**src/rtl/gtp_rx_deframer.sv**
```systemverilog
// GTP RX deframer: acquires IDLE word alignment (with byte-swap), strips IDLEs, forwards data
// words to the RX FIFO and tracks protocol and test-pattern errors.
module gtp_rx_deframer #(
    parameter logic [15:0] IDLE_WORD = 16'h50BC,
    parameter int unsigned ALIGN_CNT = 8,
    parameter int unsigned LOSS_CNT  = 4,
    parameter int unsigned CHECK_SEQ = 1
) (
    input  logic        gtp_clk,
    input  logic        reset_n,
    input  logic        rxinit_done,
    input  logic [15:0] rxdata,
    input  logic [1:0]  rxcharisk,
    input  logic        fifo_full,
    output logic [15:0] rx_data,
    output logic        rx_valid,
    output logic        link_up,
    output logic        swap,
    output logic [15:0] err_cnt,
    output logic [15:0] seq_err_cnt,
    output logic        overflow
);

    typedef enum logic [1:0] {StDown, StAlign, StLinked} state_e;

    localparam logic [7:0] AlignCntW = 8'(ALIGN_CNT);
    localparam logic [7:0] LossCntW  = 8'(LOSS_CNT);

    state_e      state_q;
    logic [15:0] cur_data_q, prev_data_q;
    logic [1:0]  cur_k_q, prev_k_q;
    logic [7:0]  align_cnt_q, bad_cnt_q;
    logic [15:0] rx_data_q, err_cnt_q, seq_err_cnt_q, seq_exp_q;
    logic        rx_valid_q, link_up_q, swap_q, overflow_q, seq_vld_q;

    logic [15:0] swp_data, aln_data, err_inc, seq_err_inc;
    logic [1:0]  swp_k, aln_k;
    logic        is_idle, is_data, raw_idle, swp_idle;
    logic [7:0]  align_next, bad_inc;

    always_ff @(posedge gtp_clk or negedge reset_n) begin
        if (!reset_n) begin
            cur_data_q  <= '0;
            cur_k_q     <= '0;
            prev_data_q <= '0;
            prev_k_q    <= '0;
        end else begin
            cur_data_q  <= rxdata;
            cur_k_q     <= rxcharisk;
            prev_data_q <= cur_data_q;
            prev_k_q    <= cur_k_q;
        end
    end

    always_comb begin
        swp_data    = {cur_data_q[7:0], prev_data_q[15:8]};
        swp_k       = {cur_k_q[0], prev_k_q[1]};
        aln_data    = swap_q ? swp_data : cur_data_q;
        aln_k       = swap_q ? swp_k : cur_k_q;
        is_idle     = (aln_data == IDLE_WORD) && (aln_k == 2'b01);
        is_data     = (aln_k == 2'b00);
        raw_idle    = (cur_data_q == IDLE_WORD) && (cur_k_q == 2'b01);
        swp_idle    = (swp_data == IDLE_WORD) && (swp_k == 2'b01);
        // A raw match wins; switching alignment restarts the run at one.
        align_next  = ((!raw_idle) != swap_q) ? 8'd1 : align_cnt_q + 8'd1;
        bad_inc     = bad_cnt_q + 8'd1;
        err_inc     = (err_cnt_q == 16'hFFFF) ? err_cnt_q : err_cnt_q + 16'd1;
        seq_err_inc = (seq_err_cnt_q == 16'hFFFF) ? seq_err_cnt_q : seq_err_cnt_q + 16'd1;
    end

    always_ff @(posedge gtp_clk or negedge reset_n) begin
        if (!reset_n) begin
            state_q       <= StDown;
            align_cnt_q   <= '0;
            bad_cnt_q     <= '0;
            rx_data_q     <= '0;
            rx_valid_q    <= 1'b0;
            link_up_q     <= 1'b0;
            swap_q        <= 1'b0;
            err_cnt_q     <= '0;
            seq_err_cnt_q <= '0;
            seq_exp_q     <= '0;
            seq_vld_q     <= 1'b0;
            overflow_q    <= 1'b0;
        end else begin
            rx_valid_q <= 1'b0;
            if (!rxinit_done) begin
                state_q   <= StDown;
                link_up_q <= 1'b0;
                seq_vld_q <= 1'b0;
            end else begin
                unique case (state_q)
                    StDown: begin
                        state_q     <= StAlign;
                        align_cnt_q <= '0;
                    end
                    StAlign: begin
                        if (raw_idle || swp_idle) begin
                            swap_q      <= !raw_idle;
                            align_cnt_q <= align_next;
                            if (align_next == AlignCntW) begin
                                state_q   <= StLinked;
                                link_up_q <= 1'b1;
                                bad_cnt_q <= '0;
                                seq_vld_q <= 1'b0;
                            end
                        end else begin
                            align_cnt_q <= '0;
                        end
                    end
                    StLinked: begin
                        if (is_idle) begin
                            bad_cnt_q <= '0;
                        end else if (is_data) begin
                            bad_cnt_q <= '0;
                            if (fifo_full) begin
                                overflow_q <= 1'b1;
                            end else begin
                                rx_valid_q <= 1'b1;
                                rx_data_q  <= aln_data;
                            end
                            if (CHECK_SEQ != 0) begin
                                if (seq_vld_q && (aln_data != seq_exp_q)) begin
                                    seq_err_cnt_q <= seq_err_inc;
                                end
                                seq_exp_q <= aln_data + 16'd1;
                                seq_vld_q <= 1'b1;
                            end
                        end else begin
                            err_cnt_q <= err_inc;
                            bad_cnt_q <= bad_inc;
                            if (bad_inc == LossCntW) begin
                                state_q     <= StAlign;
                                link_up_q   <= 1'b0;
                                align_cnt_q <= '0;
                                seq_vld_q   <= 1'b0;
                            end
                        end
                    end
                    default: state_q <= StDown;
                endcase
            end
        end
    end

    assign rx_data     = rx_data_q;
    assign rx_valid    = rx_valid_q;
    assign link_up     = link_up_q;
    assign swap        = swap_q;
    assign err_cnt     = err_cnt_q;
    assign seq_err_cnt = seq_err_cnt_q;
    assign overflow    = overflow_q;

endmodule

```
**config.mk**
```make
export PLATFORM = sky130hd
export DESIGN_NAME = gtp_rx_deframer
export DESIGN_NICKNAME = d
export VERILOG_FILES = /design/src/rtl/gtp_rx_deframer.sv
export SDC_FILE = /design/constraint.sdc
export NUM_CORES = 1
export LEC_CHECK = 0
export ABC_AREA = 1
export ABC_CLOCK_PERIOD_IN_PS = 6600
export CORE_ASPECT_RATIO = 1.1
export CORE_MARGIN = 4
export CORE_UTILIZATION = 55
export DETAILED_ROUTE_END_ITERATION = 10
export PLACE_DENSITY = 0.8
export SLEW_MARGIN = 15
export SYNTH_ARGS = -nofsm -noshare
export SYNTH_HDL_FRONTEND = slang
export SYNTH_SLANG_ARGS = --single-unit
```
**constraint.sdc**
```tcl
create_clock -name gtp_clk -period 6.6 [get_ports gtp_clk]
set_input_delay 0.66 -clock gtp_clk [delete_from_list [all_inputs] [get_ports gtp_clk]]
set_output_delay 0.66 -clock gtp_clk [all_outputs]
set_load 0.05 [all_outputs]
```
After elaboration in Yosys (flattened, before gate mapping)
Index checks and enable logic that the tools add are counted.
- add/sub/neg operators: 5
- equality and inequality tests: 26
- muxes and demuxes: 38
- bitwise operators: 5
- reductions and logical operators: 21
- operator list (operator ; number):
    two-way mux 8 bit ; 9
    adder 16 x 1 -> 16 bit (second input constant) ; 3
    == test 16 x 15 -> 1 bit (second input constant) ; 3
    == test 16 bit (second input constant) ; 2
    AND reduction 5 bit ; 6
    one-hot mux 8 bit (3 select lines) ; 1
    adder 8 x 1 -> 8 bit (second input constant) ; 2
    two-way mux 1 bit ; 16
    two-way mux 16 bit ; 1
    != test 16 bit ; 1
    one-hot mux 8 bit (2 select lines) ; 1
    != test 3 bit (second input constant) ; 5
    two-way mux 2 bit ; 7
    AND reduction 6 bit ; 2
    != test 2 bit (second input constant) ; 5
    == test 2 x 1 -> 1 bit (second input constant) ; 4
    == test 8 x 3 -> 1 bit (second input constant) ; 1
    == test 8 x 4 -> 1 bit (second input constant) ; 1
    AND reduction 4 bit ; 2
    one-hot mux 2 bit (3 select lines) ; 1
    inverter 1 bit ; 5
    logical AND 1 bit ; 4
    zero test 2 bit ; 2
    != test 4 bit (second input constant) ; 1
    other kinds (9) ; 10
- flip-flop bits (word level): 123
- bits of input ports: 22
- output and inout port bits: 52
- word-level logic and storage cells: 111

Depth between registers and ports, before layout
- word-level depth: 10
- depth in mapped cells: 16
- gate-level depth less buffers: 14

Least setup slack after synthesis
Ideal clock, no wire load.
- path type: flip-flop to flip-flop
- start: register swap_q (netlist: swap)
- end: register align_cnt_q[5]
- library setup time: 126 ps
- arrival time: 2349 ps
- required time: 6474 ps
- slack: 4125 ps
- cell stages (with the launch flop): 15
- path buffers: 4
- clock period less this slack: 2475 ps
- cells stage by stage: dfrtp_1 buf_6 buf_8 buf_12 nand2_1 o21ai_4 ha_1 inv_1 nor2_1 nand4_1 nor2_4 nand2_4 o211ai_4 buf_6 o21ai_0
- cells in the longest elaborated chain, start to end: 5
- elaborated cells on any way between the ends: 13
- those cells by class: eq/ne (5); mux (5); reduce/logical (3)
- ends and longest elaborated chain (element ; RTL line ; source):
    from (decl) ; 34 ; logic rx_valid_q, link_up_q, swap_q, overflow_q, seq_vld_q;
    from (signal assigned) ; 99 ; swap_q <= !raw_idle;
    two-way mux 16 bit or two-way mux 2 bit (tied branches) ; 58, 59 ;
    == test 16 x 15 -> 1 bit or == test 2 x 1 -> 1 bit (tied branches) ; 60 ; is_idle = (aln_data == IDLE_WORD) && (aln_k == 2'b01);
    logical AND 1 bit ; 60 ;
    != test 2 bit (no source line) ; n/a ;
    AND reduction 5 bit (no source line) ; n/a ;
    to (signal assigned) ; 100 ; align_cnt_q <= align_next;
    to (decl) ; 32 ; logic [7:0] align_cnt_q, bad_cnt_q;
Several ways; a longest one is shown, not always the timed one.
A chain may end at the register's enable or synchronous reset.

Worst setup path after layout
- start: input port rxinit_done
- end: register seq_err_cnt_q[12] (netlist: seq_err_cnt[12])
- cells in the longest elaborated chain, start to end: 1
- ends and longest elaborated chain (element ; RTL line ; source):
    from (decl) ; 11 ; input logic rxinit_done,
    AND reduction 6 bit (no source line) ; n/a ;
    to (signal assigned) ; 124 ; seq_err_cnt_q <= seq_err_inc;
    to (decl) ; 33 ; logic [15:0] rx_data_q, err_cnt_q, seq_err_cnt_q, seq_exp_q;
Every way passes these cells.

==> summary.md <==
| Metric | Value |
|---|---|
| Status | `finished, final reports clean` |
| First-pass GRT wire length | `between 20000 and 25000 um` |
| Placed Area | `~0.0071 mm2` |
| Placer congestion estimate | `between 0.9 and 1` |
| H-tree depth | `4` |
| Starting density of the core | `between 50% and 60%` |
| I/O pin cnt | `74` |
| Syn nets | `~810` |
| Final WS setup | `3520 ps` |
| Skew final | `7.04 ps` |
| TritonCTS Sinks | `114` |
| Sequential area share after synthesis | `a little under half` |
| Post-CTS setup buffers | `0` |
| WP data arrival | `between 3000 and 4000 ps` |
| Clk Latency, worst-skew pair | `about 420 ps` |
| Drt pass-1 iters | `5` |
| Die Y | `between 100 and 150 um` |
| Die Width | `about 110 um` |
| Routed Wire Length | `about 15000 um` |
| Total CTS buffers | `17` |
| Worst Reg-to-Reg Cells | `7` |
| Final Cell Area | `~0.0077 mm2` |
| Placement Rows | `40` |
| Initial antenna violation count | `0` |
| Type of destination of the critical path | `flip-flop` |
| Post-CTS sizing | `0` |
| Routed vias/inst | `approximately 5.3` |
| Vias in the first global route | `around 5200` |
| Worst path max stage delay | `750 ps` |
| DP HPWL | `10600 um` |
| Worst Hold Class | `in2async` |
| Minimum hold slack | `288 ps` |
| PortBufs | `73` |
| Wire per inst | `between 10 and 15 um` |
| GR Overflow Total | `0` |
| Post-route ant nets | `0` |
| Share of layout cells above drive strength 1 | `a little under a tenth` |
| Slowest cell on the critical path | `nand3_1` |
| Critical R2R Capture | `seq_err_cnt[12]` |
| Max frequency | `about 330 MHz` |
| Root cell of the clock tree | `clkbuf_16` |
| Final hold viol count | `0` |
| Setup slack, reg-to-reg | `around 3600 ps` |
| R2r startpoint | `swap` |
| Total GRT Usage | `roughly a quarter` |
| LEAKAGE | `3.45 nW` |
| Critical Path Start | `rxinit_done` |
| Worst Max-Slew Pin Slew | `roughly 980 ps` |
| Final core utilization | `~70%` |
| CTS tree | `done` |
| Largest delay share family, worst path | `simple AND/OR/NAND/NOR gates` |
| Crit path kind | `in2reg` |
| Via count | `roughly 5400` |
| Worst vdd ir | `230 uV` |
| Core footprint | `0.0111 mm2` |
| Die area | `0.0133 mm2` |
| Gate Count Post-Synth | `approximately 780` |
| Worst setup path endpoint | `seq_err_cnt[12]` |
| CP startpoint kind | `input pin` |
| Final nets | `888` |
| Post-Syn Area | `0.00634 mm2` |
| PwrDens | `roughly 370 mW/mm2` |
| Async SR Flop Fraction | `100%` |
| Largest net degree at the start of global routing | `60` |
| CTS Buffer Depth | `2` |
| Post-synth EDFFs | `0` |
| Post-Syn Area per Cell | `between 8 and 9 um2` |
| WP depth | `9` |
| Area grow syn2layout | `22.1%` |
| Setup-failing EPs final | `0` |
| # hold bufs at CTS | `0` |
| Dpl ws | `about 3200 ps` |
| Synth warn | `0` |
| WP buf/inv | `4` |
| CP Max Fanout | `31` |
| #FFs+latches synth | `around 110` |
| Primary FF master, synth | `dfrtp_1` |
| Post-route minimum period | `3080 ps` |
| Initial DRC count | `~410` |
| Setup TNS | `0 ps` |
| ANT cells | `0` |
| Critical Path RT | `6900 ps` |
| Clk slew on worst S/H paths | `~60 ps` |
| Rel. slew slack | `34.6%` |
| # fillers | `about 860` |
| Period utilisation layout | `between 40% and 50%` |
| Netlist cell types | `between 40 and 50` |
| Drt drc | `0` |
| Worst path cell trace | `clkdlybuf4s50_1 -> inv_2 -> nor2_2 -> inv_1 -> nor2_1 -> inv_1 -> nor2_4 -> nand3_1 -> o21ai_0` |
| CP dominant cell by count | `inv_1` |
| Slew Limit Fails | `0` |
| Max cap viols | `0` |
| RSZ-0062 raised after global routing | `no` |
==> cells by family after synthesis <==
| logic type | after synthesis | share of synthesized area, % |
|---|---|---|
| xor gates and xnor gates | 60 | 8.29 |
| adders and majority gates | 7 | 1.38 |
| and+or+nand+nor | 380 | 26.9 |
| DFF | 114 | 45.0 |
| buffers and inverters | 120 | 8.35 |
| AOI/OAI and AO/OA | 101 | 10.0 |
==> layer usage <==
| metal | share of wire, % | vias to the layer above | track usage (%) | wire length [um] |
|---|---|---|---|---|
| li1 | - | 2669 | - | - |
| met1 | 42 | 2566 | 29.7 | 6190 |
| met2 | 51 | 146 | 41.2 | 7590 |
| met3 | 4.9 | 35 | 4.70 | 724 |
| met4 | 1.8 | 0 | 7.54 | 262 |
| met5 | 0 | - | 0 | 0 |
==> worst register-to-register path, stage by stage, from the launching register on <==
cell and delay (ps):
dfrtp_1 320, buf_4 400, o21ai_0 270, nor2_2 290, inv_2 90, nor2_4 270, nand3_1 750, o21ai_0 500
==> placed cells by master (no fill, tap or decap), types with 4 or more instances in the layout <==
cell	count
ha_1	7
dfrtp_1	114
clkinvlp_4	5
nor2_4	4
o21ai_0	50
nor4_1	4
nand4_1	25
nor2_2	4
clkdlybuf4s50_1	72
nand3_1	48
nand2_1	205
nor3_1	22
o21ai_4	4
o21ai_1	19
clkbuf_16	17
nand3b_1	5
inv_1	95
o21ai_2	13
xnor2_1	20
xor2_1	40
a21oi_1	5
inv_2	8
nand2_2	5
nor2_1	51
==> worst min-delay path by stage <==
stage / slack, ps / depth (start not counted) / startpoint / endpoint
after floorplan: 350 / 0 / cur_data_q[10] / prev_data_q[10]
after global placement: 360 / 0 / cur_data_q[10] / prev_data_q[10]
after detailed placement: 360 / 0 / cur_data_q[11] / prev_data_q[11]
after CTS: 330 / 1 / reset_n / err_cnt[9]
after global routing: 350 / 1 / reset_n / err_cnt[9]
final: 290 / 1 / reset_n / err_cnt[9]
==> sequential cells by signal, indices dropped and copies added (netlist names), 2 cells and up <==
name,flops
state_q,2
rx_data,16
err_cnt,16
align_cnt_q,8
cur_k_q,2
seq_exp_q,16
bad_cnt_q,8
prev_data_q,8
cur_data_q,16
seq_err_cnt,16
==> cells in the mapped netlist (2+ instances only) <==
master	number	area (um2)
nand2_4	2	22.5
o21bai_1	2	15.0
o21ai_0	50	250
clkbuf_1	3	11.3
xnor2_1	20	175
buf_2	5	25.0
buf_6	6	67.6
nor2_2	4	25.0
nand2_2	5	31.3
nand3b_1	5	37.5
inv_1	95	357
nand2_1	205	769
a21oi_1	5	25.0
nor4_1	4	25.0
nand3_1	48	240
nor2_4	4	45.0
nor3_1	22	110
ha_1	7	87.6
o21ai_2	13	114
dfrtp_1	114	2850
xor2_1	40	350
nand4_1	25	156
o21ai_4	4	65.1
o21ai_1	19	95.1
nor2_1	51	191
a31oi_1	2	12.5
inv_2	8	30.0
==> area by class of cell <==
cell class	count	area [um2]	area share (%)
clock inverter	13	160	2.07
tap	147	184	2.38
timing repair buffer	75	743	9.61
clock buffer	19	453	5.86
multi-input combinational	548	2960	38.2
sequential	114	2850	36.9
inverter	103	387	5.00
==> power breakdown <==
group | total (W) | internal [W] | switching (W)
Combinational | 0.000947 | 0.000315 | 0.000632
Sequential | 0.000974 | 0.000853 | 0.000121
Clock | 0.000944 | 0.000611 | 0.000333
==> per-stage QoR <==
stage          cells  total power (W)
2_1_floorplan    782          0.00162
3_3_place_gp     987          0.00191
3_5_place_dp     987          0.00193
4_1_cts         1019          0.00288
5_1_grt         1019          0.00300
6_report        1019          0.00286
(Power assumes the default switching activity.)
